<file path="src/rtl/avgr_stream.sv">
// Streaming block averager: accumulates 2^LOG2_N samples over valid/ready and
// presents their mean on a held, handshaked output. Build option: AVGR_ROUND_EN (round half-up).
module avgr_stream #(
    parameter int DATA_W = 16,
    parameter int LOG2_N = 4,
    parameter int SIGNED = 0
) (
    input  logic              clk,
    input  logic              rst_n,
    input  logic              clear,
    input  logic              in_valid,
    output logic              in_ready,
    input  logic [DATA_W-1:0] in_data,
    output logic              out_valid,
    input  logic              out_ready,
    output logic [DATA_W-1:0] out_avg,
    output logic [LOG2_N-1:0] fill
);

    localparam int ACC_W = DATA_W + LOG2_N;
    localparam logic [LOG2_N-1:0] FILL_LAST = '1;

`ifdef AVGR_ROUND_EN
    localparam logic [ACC_W-1:0] RND_BIAS = ACC_W'(1) << (LOG2_N - 1);
`else
    localparam logic [ACC_W-1:0] RND_BIAS = '0;
`endif

    generate
        if (DATA_W < 2 || DATA_W > 32 || LOG2_N < 1 || LOG2_N > 8) begin : g_bad_params
            $error("avgr_stream: DATA_W must be 2..32 and LOG2_N must be 1..8");
        end
    endgenerate

    typedef enum logic {
        ST_ACCUM = 1'b0,
        ST_HOLD  = 1'b1
    } state_t;

    // Widen a sample to accumulator width according to its signedness.
    function automatic logic [ACC_W-1:0] f_ext(input logic [DATA_W-1:0] d);
        if (SIGNED != 0) begin
            return {{LOG2_N{d[DATA_W-1]}}, d};
        end
        return {{LOG2_N{1'b0}}, d};
    endfunction

    // The bias cannot overflow: the largest block sum leaves at least N codes of headroom.
    function automatic logic [DATA_W-1:0] f_mean(input logic [ACC_W-1:0] sum);
        logic        [ACC_W-1:0] biased;
        logic signed [ACC_W-1:0] shifted;
        biased = sum + RND_BIAS;
        if (SIGNED != 0) begin
            shifted = $signed(biased) >>> LOG2_N;
        end else begin
            shifted = $signed(biased >> LOG2_N);
        end
        return DATA_W'(shifted);
    endfunction

    state_t              r_state;
    logic [ACC_W-1:0]    r_acc;
    logic [LOG2_N-1:0]   r_fill;
    logic                r_out_valid;
    logic [DATA_W-1:0]   r_avg;

    state_t              w_state_nxt;
    logic [ACC_W-1:0]    w_acc_nxt;
    logic [LOG2_N-1:0]   w_fill_nxt;
    logic                w_ov_nxt;
    logic [DATA_W-1:0]   w_avg_nxt;
    logic [ACC_W-1:0]    w_sum;
    logic                w_in_ready;
    logic                w_accept;
    logic                w_out_fire;

    assign w_in_ready = (r_state == ST_HOLD) ? out_ready : 1'b1;
    assign w_accept   = in_valid && w_in_ready;
    assign w_out_fire = r_out_valid && out_ready;
    assign w_sum      = r_acc + f_ext(in_data);

    always_comb begin
        w_state_nxt = r_state;
        w_acc_nxt   = r_acc;
        w_fill_nxt  = r_fill;
        w_ov_nxt    = r_out_valid;
        w_avg_nxt   = r_avg;

        case (r_state)
            ST_ACCUM: begin
                if (w_accept) begin
                    if (r_fill == FILL_LAST) begin
                        w_avg_nxt   = f_mean(w_sum);
                        w_ov_nxt    = 1'b1;
                        w_acc_nxt   = '0;
                        w_fill_nxt  = '0;
                        w_state_nxt = ST_HOLD;
                    end else begin
                        w_acc_nxt  = w_sum;
                        w_fill_nxt = r_fill + 1'b1;
                    end
                end
            end
            ST_HOLD: begin
                if (w_out_fire) begin
                    w_ov_nxt    = 1'b0;
                    w_state_nxt = ST_ACCUM;
                    // A sample taken while the result drains opens the next block.
                    if (w_accept) begin
                        w_acc_nxt  = f_ext(in_data);
                        w_fill_nxt = LOG2_N'(1);
                    end
                end
            end
            default: begin
                w_state_nxt = ST_ACCUM;
            end
        endcase

        if (clear) begin
            w_acc_nxt   = '0;
            w_fill_nxt  = '0;
            w_ov_nxt    = 1'b0;
            w_state_nxt = ST_ACCUM;
        end
    end

    always_ff @(posedge clk or negedge rst_n) begin
        if (!rst_n) begin
            r_state     <= ST_ACCUM;
            r_acc       <= '0;
            r_fill      <= '0;
            r_out_valid <= 1'b0;
            r_avg       <= '0;
        end else begin
            r_state     <= w_state_nxt;
            r_acc       <= w_acc_nxt;
            r_fill      <= w_fill_nxt;
            r_out_valid <= w_ov_nxt;
            r_avg       <= w_avg_nxt;
        end
    end

    assign in_ready  = w_in_ready;
    assign out_valid = r_out_valid;
    assign out_avg   = r_avg;
    assign fill      = r_fill;

endmodule

</file>
<file path="config.mk">
export PLATFORM = sky130hd
export DESIGN_NAME = avgr_stream
export DESIGN_NICKNAME = d
export VERILOG_FILES = /design/src/rtl/avgr_stream.sv
export SDC_FILE = /design/constraint.sdc
export NUM_CORES = 1
export LEC_CHECK = 0
export ABC_AREA = 1
export CAP_MARGIN = 5
export CORE_MARGIN = 2
export CORE_UTILIZATION = 50
export DETAILED_ROUTE_END_ITERATION = 8
export PLACE_DENSITY_LB_ADDON = 0.3
export SYNTH_ARGS = -nofsm -noshare
export SYNTH_HDL_FRONTEND = slang
export SYNTH_SLANG_ARGS = --single-unit
</file>
<file path="constraint.sdc">
create_clock -name clk -period 2.7 [get_ports clk]
set_clock_uncertainty 0.1 [all_clocks]
set_input_delay 0.27 -clock clk [delete_from_list [all_inputs] [get_ports clk]]
set_output_delay 0.27 -clock clk [all_outputs]
set_load 0.05 [all_outputs]
</file>
== Word level (Yosys, flattened, before mapping) ==
Cells that the tools add are included.
Word-level totals
  logic and storage cells: 41
  register bits after elaboration: 42
Cells by class
  equality and inequality tests: 5
  reduce and logical (&&, ||, !) cells: 5
  $add $sub $neg: 2
  muxes and demuxes: 23
  bitwise operators: 1
Operators with widths (count)
  $mux 20: 5
  $pmux 20 s2: 1
  $add 20x16->20: 1
  $mux 4: 5
  $mux 1: 9
  $reduce_and 3->1: 3
  $pmux 4 s2: 1
  $ne 3x2->1 const B: 2
  $ne 3x3->1 const B: 2
  $add 4x1->4 const B: 1
  $eq 4x4->1 const B: 1
  $pmux 1 s2: 2
  $logic_and 1x1->1: 2
  $not 1->1: 1

== Depth between registers and ports, before layout ==
Gate-level depths: netlist of the first run.
  word-level depth: 6
  gate-level depth with buffers: 13
  mapped depth without buffers: 13

== Worst setup path after synthesis of the first run ==
Ideal clock, no wire load.
  path kind: register to register
  start point: register r_fill[0], in the netlist fill[0]
  end point: register r_avg[10], in the netlist out_avg[10]
  arrival: 1854 ps
  period minus slack after synthesis: 2072 ps
  setup slack: 628 ps
  data required time: 2482 ps
  stages on the path, launching flop included: 10
  path through: dfrtp_1 -> ha_1 -> nand2_1 -> nor2_1 -> inv_2 -> nor3_2 -> inv_2 -> buf_6 -> nand2_1 -> nand2_1
Between the ends
  cells in the longest elaborated chain, start to end: 2
RTL lines
  start: declaration: line 63  | logic [LOG2_N-1:0] r_fill;
  start signal: assignment: line 138  | r_fill <= w_fill_nxt;
  $eq 4x4->1: line 92  | if (r_fill == FILL_LAST) begin
  $reduce_and 3->1 (no source line)
  end signal: assignment: line 140  | r_avg <= w_avg_nxt;
  end: declaration: line 65  | logic [DATA_W-1:0] r_avg;
No other way between the ends.
A chain may end at the register's enable or synchronous reset.

== Worst setup path after layout of the first run ==
  start point: input clear
  end point: register r_acc[15]
Between the ends
  cells in the longest elaborated chain, start to end: 2
  elaborated cells between the ends (all ways): 5
RTL lines
  start: declaration: line 10  | input logic clear,
  $ne 3x3->1 (no source line) or $ne 3x2->1 (tied branches)
  $reduce_and 3->1 (no source line)
  end signal: assignment: line 137  | r_acc <= w_acc_nxt;
  end: declaration: line 62  | logic [ACC_W-1:0] r_acc;
Several ways; a longest one is shown, not always the timed one.

==> impl_summary.txt, run 1 <==
----------------------------------------------------
[STA]
  Setup TNS ... 0 ps
  Period utilization ... 0.843
  Final WS setup ... 425 ps
  Hold violation total from the final report ... 0
  Slew Limit Fails ... 0
  RSZ-0062 raised after global routing ... false
  Maximum operating frequency ... 440 MHz
  Post-layout minimum cycle time ... 2280 ps
  Number of setup violations in the final report ... 0
  Slew HR ... 0.366
  Worst-margin pin slew ... 951 ps

[Layout]
  Number of inserted diodes ... 0
  Final net count ... 510
  Share of layout cells above drive strength 1 ... 0.0424
  Area growth syn-to-layout ... 19.2%

[Worst setup path]
  CP startpoint kind ... primary input
  Most frequent cell on the critical path ... nand2_1
  Kind of critical path ... primary input to flop
  Data required time of the critical path ... 2830 ps
  Stages on worst setup path ... 9
  CP top delay family ... buffers and inverters
  CP Data Arrival Time ... 2410 ps
  Biggest cell delay along the critical path ... 560 ps
  Category of the worst setup path capture point ... flop
  CP max FO ... 18
  Number of cells on the worst reg-to-reg path ... 9
  CP Cell Sequence ... clkdlybuf4s50_1 > nor2_4 > o21ai_2 > nand2_1 > a21oi_2 > nand2_1 > inv_2 > nand3_1 > nand2_1
  Cell with the largest stage delay on the worst path ... clkdlybuf4s50_1
  Bufs and invs on worst path ... 2

[Synth]
  Most common cell in the synthesized netlist ... nand2_1
  Flop and latch count out of synthesis ... 42
  Flip-flop cell with the highest count after synthesis ... dfrtp_1
  Number of warnings reported in the yosys synthesis log ... 0
  Mapped Nets ... 467
  Number of enable-type register cells in the synthesized netlist ... 0
  Most instantiated cells after synthesis ... nand2_1 (173), nand3_1 (54), dfrtp_1 (42)
  Area fraction of the dominant cell type after synthesis ... 0.359
  Area contributors post-synth ... dfrtp_1 (36%), nand2_1 (22%), nand3_1 (9.2%), ha_1 (7.3%), inv_1 (5.0%)
  Synth Area per Inst ... 6.83 sq um
  Yosys cell types ... 30
  Simple logic cell fraction of the synthesized area ... 0.392
  Share of synthesized cell area in full adder, half adder and majority cells ... 0.0796
  Multiplexer share of the synthesized area ... 0
  Synthesized-area fraction occupied by xor and xnor cells ... 0.0180
  Cells after synthesis ... 428
  Share of synthesized registers carrying an async set or reset ... 1.00
  Synth Area in Compound Gates ... 0.0710
  Proportion of synthesized chip area in sequential cells ... 0.359
  Area of the mapped netlist ... 0.00292 sq mm
  Most area-hungry cell type in the Yosys netlist ... dfrtp_1
  Combinational family with the most area after synthesis ... simple AND/OR/NAND/NOR gates

[Min path]
  Path class of the lowest-slack min-delay path ... primary input to async pin

[Power and ir drop]
  Worst IR drop on VDD ... 0.347 mV
  Leakage component of the power ... 1.81 nW
  Power per standard cell area ... 676 mW/mm^2

[Detailed routing]
  Remaining routing DRC violations ... 0
  Post-DR wirelength/cell ... 13.4 um
  DR vias ... 2,838
  Vias per cell ... 5.22
  Sum of routed wire length over all layers ... 7290 um
  Antenna viol nets, final ... 0
  DRT Pass-1 Iters ... 4
  Number of design-rule violations left by the first detailed-router iteration ... 158

[Clock tree]
  Clock sinks ... 42
  Root buffer selected by CTS ... clkbuf_8
  Cts repair resizes ... 0
  Clock latency reported for the late side of the worst-skew pair ... 300 ps
  CTS clk-pin slew, worst paths ... 90 ps
  Post-CTS setup buffer count ... 0
  Hold buffers post-CTS ... 0
  Total CTS buffers ... 5
  CTS tree ... done
  Number of H-tree levels ... 2
  Max clock buf depth ... 2

[GRT]
  Overall global routing resource usage ... 0.245
  Initial antenna violation count ... 0
  Number of global-route vias before repair ... 2,723
  Wire length of the first global-routing pass ... 12,300 um
  Gr ovfl total ... 0
  Pin count of the biggest net entering global routing ... 43

[Run]
  Number of max-cap violations ... 0

[Die]
  Die Footprint ... 0.00648 sq mm
  Die width ... 80.5 um
  Die Height ... 80.5 um
  Core Area ... 0.00557 sq mm
  Effective utilization at floorplan ... 0.525
  Num rows ... 27
  Number of primary I/O pins ... 43

[Placed design]
  IO buf count ... 42
  HPWL after detailed placement ... 5480 um
  Routability Congestion ... 0.900
  Pre-CTS setup slack ... 117 ps

[Status]
  Run status ... finished clean

----------------------------------------------------
[through the flow]
stage,power [mW],hold WS (ps),cell area (sq um),utilization,cells
finish,2.36,16.7,3490,0.625,544
global route,2.55,100,3490,0.625,544
CTS,2.37,50.4,3490,0.625,544
detailed placement,1.86,364,3380,0.606,536
global placement,1.83,363,3380,0.606,536
floorplan,1.58,-126,2920,-,428
[cell type report]
cell class	instances	area (sq um)
Inverter	44	165
Tap cell	72	90.1
Multi-Input combinational cell	334	1640
Timing Repair Buffer	44	430
Sequential cell	42	1050
Clock buffer	6	72.6
Clock inverter	2	37.5
Fill cell	562	2090
[registers in the layout, indices dropped and copies added, names as in the netlist]
register,flops
r_state,1
fill,4
r_acc,20
out_avg,16
out_valid,1
[cells in the final DEF, fill, tap and decap left out, types with 2 or more instances in the layout]
| master | instances |
|---|---|
| o21ai_0 | 13 |
| nor2_1 | 30 |
| nand4_1 | 2 |
| nand3b_1 | 7 |
| inv_1 | 39 |
| a21oi_1 | 17 |
| inv_2 | 5 |
| ha_1 | 17 |
| clkbuf_8 | 5 |
| buf_4 | 2 |
| xor2_1 | 5 |
| nand2_1 | 173 |
| nor3_1 | 3 |
| dfrtp_1 | 42 |
| nand3_1 | 54 |
| clkdlybuf4s50_1 | 41 |
[power by group]
group	internal (mW)	switching, mW
logic	0.375	0.685
clock network	0.276	0.225
registers	0.726	0.0685
total	1.38	0.978
[logic make-up (layout without fill, tap and decap cells)]
family,after synthesis,after routing
AO/OA/AOI/OAI,37,37
XOR/XNOR,6,6
adder cells (fa/ha/maj),18,18
buffers and inverters,52,96
flip-flops,42,42
AND/OR/NAND/NOR,273,273
[routing by layer]
metal | track usage | vias up | part of all wire
met3 | 0.0371 | 5 | 0.033
li1 | - | 1460 | -
met4 | 0.0678 | 0 | 0.0073
met1 | 0.333 | 1318 | 0.49
met2 | 0.408 | 55 | 0.46
met5 | 0 | - | 0
[final timing paths]
check | slack (ps) | from | end
max | 430 | clear | r_acc[15]
min in group clk | 380 | out_avg[14] | out_avg[14]
max reg2reg | 460 | r_state | r_acc[15]
min | 20 | rst_n | fill[1]
max in group asynchronous | 1890 | rst_n | r_acc[15]
min reg2reg | 380 | out_avg[14] | out_avg[14]
Power figures use the tool's default switching activity.
==> inputs of run 2 (changes only) <==
==> constraint.sdc (replaced) <==
create_clock -name clk -period 2.1 [get_ports clk]
set_clock_uncertainty 0.1 [all_clocks]
set_input_delay 0.21 -clock clk [delete_from_list [all_inputs] [get_ports clk]]
set_output_delay 0.21 -clock clk [all_outputs]
set_load 0.05 [all_outputs]
==> impl_summary.txt, run 2 (synthesis results as in run 1) <==
----------------------------------------------------
[Status]
  Run status ... finished clean

[Worst setup path]
  R2r endpoint ... r_acc[10]
  CP top delay family ... simple AND/OR/NAND/NOR gates
  Cell with the largest stage delay on the worst path ... clkdlybuf4s50_1
  CP Cell Sequence ... clkdlybuf4s50_1 > ha_1 > nand2_1 > inv_1 > nand2_1 > nand2_1 > nand2_1 > nand3_1 > or2_2 > nand3_1 > nand3_1
  Critical Path Source ... in_data[5]
  Worst r2r src ... r_acc[5]
  CP Data Arrival Time ... 2040 ps (-370 ps)
  CP max FO ... 4 (-14)
  Data required time of the critical path ... 2180 ps (-650 ps)
  Category of the worst setup path capture point ... flop
  Bufs and invs on worst path ... 2 (unchanged)
  FF-to-FF setup slack ... 150 ps (-310 ps)
  CP startpoint kind ... primary input
  Kind of critical path ... primary input to flop
  Biggest cell delay along the critical path ... 440 ps (-120 ps)
  Most frequent cell on the critical path ... nand2_1
  Number of cells on the worst reg-to-reg path ... 10 (+1)

[Placed design]
  Routability Congestion ... 0.902 (+0.30%)
  IO buf count ... 42 (unchanged)
  Placed inst area ... 0.00364 sq mm (+7.8%)
  HPWL after detailed placement ... 5700 um (+4.0%)

[GRT]
  Gr ovfl total ... 0 (unchanged)
  Wire length of the first global-routing pass ... 12,700 um (+3.3%)
  Overall global routing resource usage ... 0.250 (+0.00465)
  Pin count of the biggest net entering global routing ... 23 (-47%)
  Initial antenna violation count ... 0 (unchanged)
  Number of global-route vias before repair ... 2,849 (+4.6%)

[Clock tree]
  Clock sinks ... 42 (unchanged)
  CTS tree ... done
  Clock latency reported for the late side of the worst-skew pair ... 300 ps (about the same)
  CTS clk-pin slew, worst paths ... 80 ps (about the same)
  Number of H-tree levels ... 2 (unchanged)
  Max clock buf depth ... 2 (unchanged)
  Total CTS buffers ... 5 (unchanged)
  Root buffer selected by CTS ... clkbuf_8

[Power and ir drop]
  Power per standard cell area ... 872 mW/mm^2 (+29%)
  Leakage component of the power ... 1.99 nW (+10%)
  Worst IR drop on VDD ... 0.567 mV (+63%)

[Detailed routing]
  DR vias ... 2,993 (+5.5%)
  Antenna viol nets, final ... 0 (unchanged)
  DRT Pass-1 Iters ... 4 (unchanged)
  Remaining routing DRC violations ... 0 (unchanged)
  Post-DR wirelength/cell ... 12.8 um (-4.6%)
  Number of design-rule violations left by the first detailed-router iteration ... 165 (+4.4%)
  Sum of routed wire length over all layers ... 7410 um (+1.6%)
  Vias per cell ... 5.17 (-0.91%)

[Layout]
  Top library cells by usage in the layout, fill and taps aside ... nand2_1 (170), nand3_1 (53), dfrtp_1 (42)
  Number of inserted diodes ... 0 (unchanged)
  Largest register FFs ... 20 (unchanged)
  Share of layout cells above drive strength 1 ... 0.126 (+0.0839)
  Largest Register ... r_acc
  Commonest non-fill, non-tap cell in the layout ... nand2_1
  Layout Utilization ... 0.681 (+0.0552)
  Final net count ... 545 (+6.9%)
  Sequential standard cell area ... 0.00105 sq mm (unchanged)
  Multi-input combinational cell area ... 0.00166 sq mm (+1.3%)
  Area growth syn-to-layout ... 29.7%
  Design Area, Final ... 0.00379 sq mm (+8.8%)
  Filler instances ... 499 (-11%)

[Die]
  Number of primary I/O pins ... 43 (unchanged)
  Core Area ... 0.00557 sq mm (unchanged)
  Die width ... 80.5 um (unchanged)
  Die Footprint ... 0.00648 sq mm (unchanged)
  Num rows ... 27 (unchanged)
  Die Height ... 80.5 um (unchanged)
  Effective utilization at floorplan ... 0.525 (unchanged)

[Run]
  Number of max-cap violations ... 0 (unchanged)

[STA]
  Period utilization ... 0.931
  Number of setup violations in the final report ... 0 (unchanged)
  Maximum operating frequency ... 512 MHz
  Slew HR ... 0.657 (+0.292)
  Worst-margin pin slew ... 514 ps (-437 ps)
  Slew Limit Fails ... 0 (unchanged)
  Hold violation total from the final report ... 0 (unchanged)
  Post-layout minimum cycle time ... 1950 ps

[Min path]
  Path class of the lowest-slack min-delay path ... primary input to async pin

----------------------------------------------------
run 2: changes by cell type in the layout (fill, tap and decap cells not counted), moves of 2 or more:
cell,previous run,this run
clkinv_2,0,2
nand2_1,173,170
buf_12,0,2
nand2_2,0,3
buf_4,2,35
run 2: how the worst max path moves through the flow:
stage,depth (start not counted),to
3_5_place_dp,14,out_avg[12]
6_report,11,r_acc[10]
2_1_floorplan,9,out_avg[10]
5_1_grt,10,r_acc[18]
4_1_cts,14,out_avg[12]
3_3_place_gp,14,out_avg[12]
run 2: per-stage QoR:
stage | hold slack (ps) | power (mW) | TNS [ps] | worst slack [ps] | std cells
2_1_floorplan | -186 | 2.03 | 0 | 27.9 | 428
4_1_cts | 327 | 3.27 | 0 | 57.4 | 577
5_1_grt | 370 | 3.56 | -11.1 | -6.17 | 579
3_5_place_dp | 115 | 2.61 | -2450 | -252 | 568
6_report | 314 | 3.31 | 0 | 146 | 579
3_3_place_gp | 104 | 2.58 | -1810 | -179 | 568
run 2: timing repair:
item,in CTS,in global routing
resized for setup,0,8
endpoints found under the setup margin,0,11
hold endpoints to repair,21,0
setup buffers,0,2
hold buffers,1,0
run 2: area by class of cell:
| class | count | share of cell area |
|---|---|---|
| Multi-Input combinational cell | 334 | 0.438 |
| Timing Repair Buffer | 79 | 0.189 |
| Inverter | 44 | 0.0435 |
| Tap cell | 72 | 0.0237 |
| Sequential cell | 42 | 0.277 |
| Clock buffer | 5 | 0.0181 |
| Clock inverter | 3 | 0.0106 |
run 2: routing by layer:
layer / global-route usage / up-vias / part of all wire
met4: 0.0508 / 0 / 0.0085
met1: 0.335 / 1388 / 0.49
met5: 0 / - / 0
met2: 0.428 / 58 / 0.47
li1: - / 1542 / -
met3: 0.0382 / 5 / 0.036
run 2: report_power, final:
group	switching (mW)	total (mW)	internal, mW
combinational	0.948	1.64	0.696
sequential	0.0838	1.02	0.934
clock	0.295	0.645	0.350
total	1.33	3.31	1.98
==> inputs of run 3 (changes only) <==
==> constraint.sdc (replaced) <==
create_clock -name clk -period 1.9 [get_ports clk]
set_clock_uncertainty 0.1 [all_clocks]
set_input_delay 0.19 -clock clk [delete_from_list [all_inputs] [get_ports clk]]
set_output_delay 0.19 -clock clk [all_outputs]
set_load 0.05 [all_outputs]
==> impl_summary.txt, run 3 (synthesis results as in run 1) <==
----------------------------------------------------
[Status]
  Run status ... finished with violations
  Failing checks ... setup timing

[Clock tree]
  Root buffer selected by CTS ... clkbuf_8
  Total CTS buffers ... 5 (unchanged)
  CTS clk-pin slew, worst paths ... 80 ps (about the same)
  Clock latency reported for the late side of the worst-skew pair ... 300 ps (about the same)
  Clock sinks ... 42 (unchanged)
  Number of H-tree levels ... 2 (unchanged)
  CTS tree ... done
  Max clock buf depth ... 2 (unchanged)

[Power and ir drop]
  Total internal power ... 2.38 mW (+20%)
  Worst IR drop on VDD ... 0.756 mV (+33%)
  Share of power burned in combinational logic ... 0.565 (+0.068)
  Switching power as a share of total power ... 0.424 (+0.0223)
  Relative contribution of sequential cells to total power ... 0.284 (-0.024)
  Share of total power in the clock network ... 0.150 (-0.045)
  Total power draw ... 4.12 mW (+25%)
  Power per standard cell area ... 971 mW/mm^2 (+11%)
  Leakage component of the power ... 2.12 nW (+6.6%)
  Switching power ... 1.75 mW (+32%)

[Worst setup path]
  Critical Path Source ... r_acc[0]
  CP Cell Sequence ... ha_2 > inv_2 > fa_2 > inv_2 > nand3_2 > nand2_2 > nand2_2 > nand2_4 > nand2_4 > nand3b_1 > nand3_2 > nand2_1
  CP startpoint kind ... flop
  Stages on worst setup path ... 12 (+1)
  Biggest cell delay along the critical path ... 370 ps (-70 ps)
  CP max FO ... 4 (unchanged)
  Worst r2r src ... r_acc[0]
  Data required time of the critical path ... 2030 ps (-150 ps)
  Cell with the largest stage delay on the worst path ... dfrtp_1
  CP Data Arrival Time ... 2060 ps (+20 ps)
  Bufs and invs on worst path ... 2 (unchanged)
  CP top delay family ... simple AND/OR/NAND/NOR gates
  Kind of critical path ... flop to flop
  Number of cells on the worst reg-to-reg path ... 12 (+2)
  Category of the worst setup path capture point ... flop

[Detailed routing]
  Vias per cell ... 5.48 (+6.1%)
  Remaining routing DRC violations ... 0 (unchanged)
  DRT Pass-1 Iters ... 5 (+1)
  Post-DR wirelength/cell ... 15.1 um (+18%)
  DR vias ... 3,257 (+8.8%)
  Sum of routed wire length over all layers ... 8960 um (+21%)
  Antenna viol nets, final ... 0 (unchanged)
  Number of design-rule violations left by the first detailed-router iteration ... 228 (+38%)

[GRT]
  Pin count of the biggest net entering global routing ... 23 (unchanged)
  Global route hottest layer ... met2
  Number of global-route vias before repair ... 3,156 (+11%)
  Met2 demand-to-capacity share in global routing ... 0.482 (+0.0542)
  Met3 routing resource usage after global routing ... 0.0427 (+0.00449)
  Gr ovfl total ... 0 (unchanged)
  Overall global routing resource usage ... 0.271 (+0.0211)
  Global routing usage on met1 ... 0.344 (+0.00804)
  Wire length of the first global-routing pass ... 13,800 um (+9.0%)
  Initial antenna violation count ... 0 (unchanged)

[Layout]
  Commonest non-fill, non-tap cell in the layout ... nand2_1
  Share of layout cells above drive strength 1 ... 0.259 (+0.132)
  Top library cells by usage in the layout, fill and taps aside ... nand2_1 (154), buf_4 (47), nand3_1 (45)
  Final net count ... 560 (+2.8%)
  Layout Utilization ... 0.762 (+0.0813)
  Area growth syn-to-layout ... 45.2%
  Largest register FFs ... 20 (unchanged)
  Largest Register ... r_acc
  Number of inserted diodes ... 0 (unchanged)

[Die]
  Number of primary I/O pins ... 43 (unchanged)
  Die Height ... 80.5 um (unchanged)
  Num rows ... 27 (unchanged)
  Effective utilization at floorplan ... 0.525 (unchanged)
  Core Area ... 0.00557 sq mm (unchanged)
  Die Footprint ... 0.00648 sq mm (unchanged)
  Die width ... 80.5 um (unchanged)

[Min path]
  Hold Crit Depth ... 3
  Path class of the lowest-slack min-delay path ... primary input to flop
  Origin of the worst min-delay path ... in_data[0]

[Placed design]
  Pre-CTS setup slack ... -394 ps (-141 ps)
  HPWL after detailed placement ... 6010 um (+5.6%)
  Routability Congestion ... 0.915 (+1.4%)
  IO buf count ... 42 (unchanged)

[STA]
  Hold violation total from the final report ... 0 (unchanged)
  Post-layout minimum cycle time ... 1930 ps
  Final WS setup ... -32.0 ps (-178 ps)
  Slew Limit Fails ... 0 (unchanged)
  Slew HR ... 0.661 (+0.00382)
  Number of setup violations in the final report ... 3 (+3)
  Period utilization ... 1.02
  Worst-margin pin slew ... 507 ps (-7.32 ps)
  Setup TNS ... -47.4 ps (-47.4 ps)
  RSZ-0062 raised after global routing ... true
  Maximum operating frequency ... 518 MHz

[Run]
  Number of max-cap violations ... 0 (unchanged)

----------------------------------------------------
[run 3: worst paths after layout]
check                           slack (ps)          to
worst max-delay path                   -30   r_acc[16]
worst min-delay path                   120    r_acc[0]
worst max register to register         -30   r_acc[16]
worst min register to register         390  out_avg[9]
max in group asynchronous              920     fill[0]
min in group asynchronous              280  out_avg[0]
[run 3: layout make-up]
type                            count  area [sq um]
Multi-Input combinational cell    334          1970
Sequential cell                    42          1050
Clock buffer                        7          86.3
Timing Repair Buffer               94           876
Tap cell                           72          90.1
Fill cell                         406          1330
Clock inverter                      1          5.00
Inverter                           44           165
[run 3: metal layers]
| metal | up-vias | share of wire | routed length, um |
|---|---|---|---|
| met4 | 0 | 0.016 | 141 |
| met2 | 114 | 0.49 | 4430 |
| li1 | 1559 | - | - |
| met5 | - | 0 | 0 |
| met1 | 1567 | 0.44 | 3960 |
| met3 | 17 | 0.048 | 431 |
[run 3: worst min-delay path, stage by stage]
cell            delay, ps
dlymetal6s2s_1        130
nand3_1                90
nand3_1                80
[run 3: power by group through the flow]
stage	sequential (mW)	clock, mW	combinational, mW
3_3_place_gp	1.13	0	1.81
3_5_place_dp	1.14	0	1.85
6_report	1.17	0.620	2.33
4_1_cts	1.12	0.628	1.89
2_1_floorplan	1.22	0	1.02
5_1_grt	1.19	0.659	2.54
[run 3: what timing repair did]
item	CTS	global route
endpoints found under the setup margin	13	33
pin swaps	3	10
gates resized for setup	6	67
endpoints found under the hold margin	20	0
setup buffers	0	3
hold buffers	1	0
[run 3: through the flow]
| stage | instances | hold slack (ps) | instance area (sq um) |
|---|---|---|---|
| floorplan | 428 | -206 | 2930 |
| global placement | 582 | 74.3 | 3790 |
| detailed placement | 582 | 80.2 | 3790 |
| CTS | 591 | 290 | 3910 |
| global route | 594 | 145 | 4250 |
| finish | 594 | 122 | 4250 |
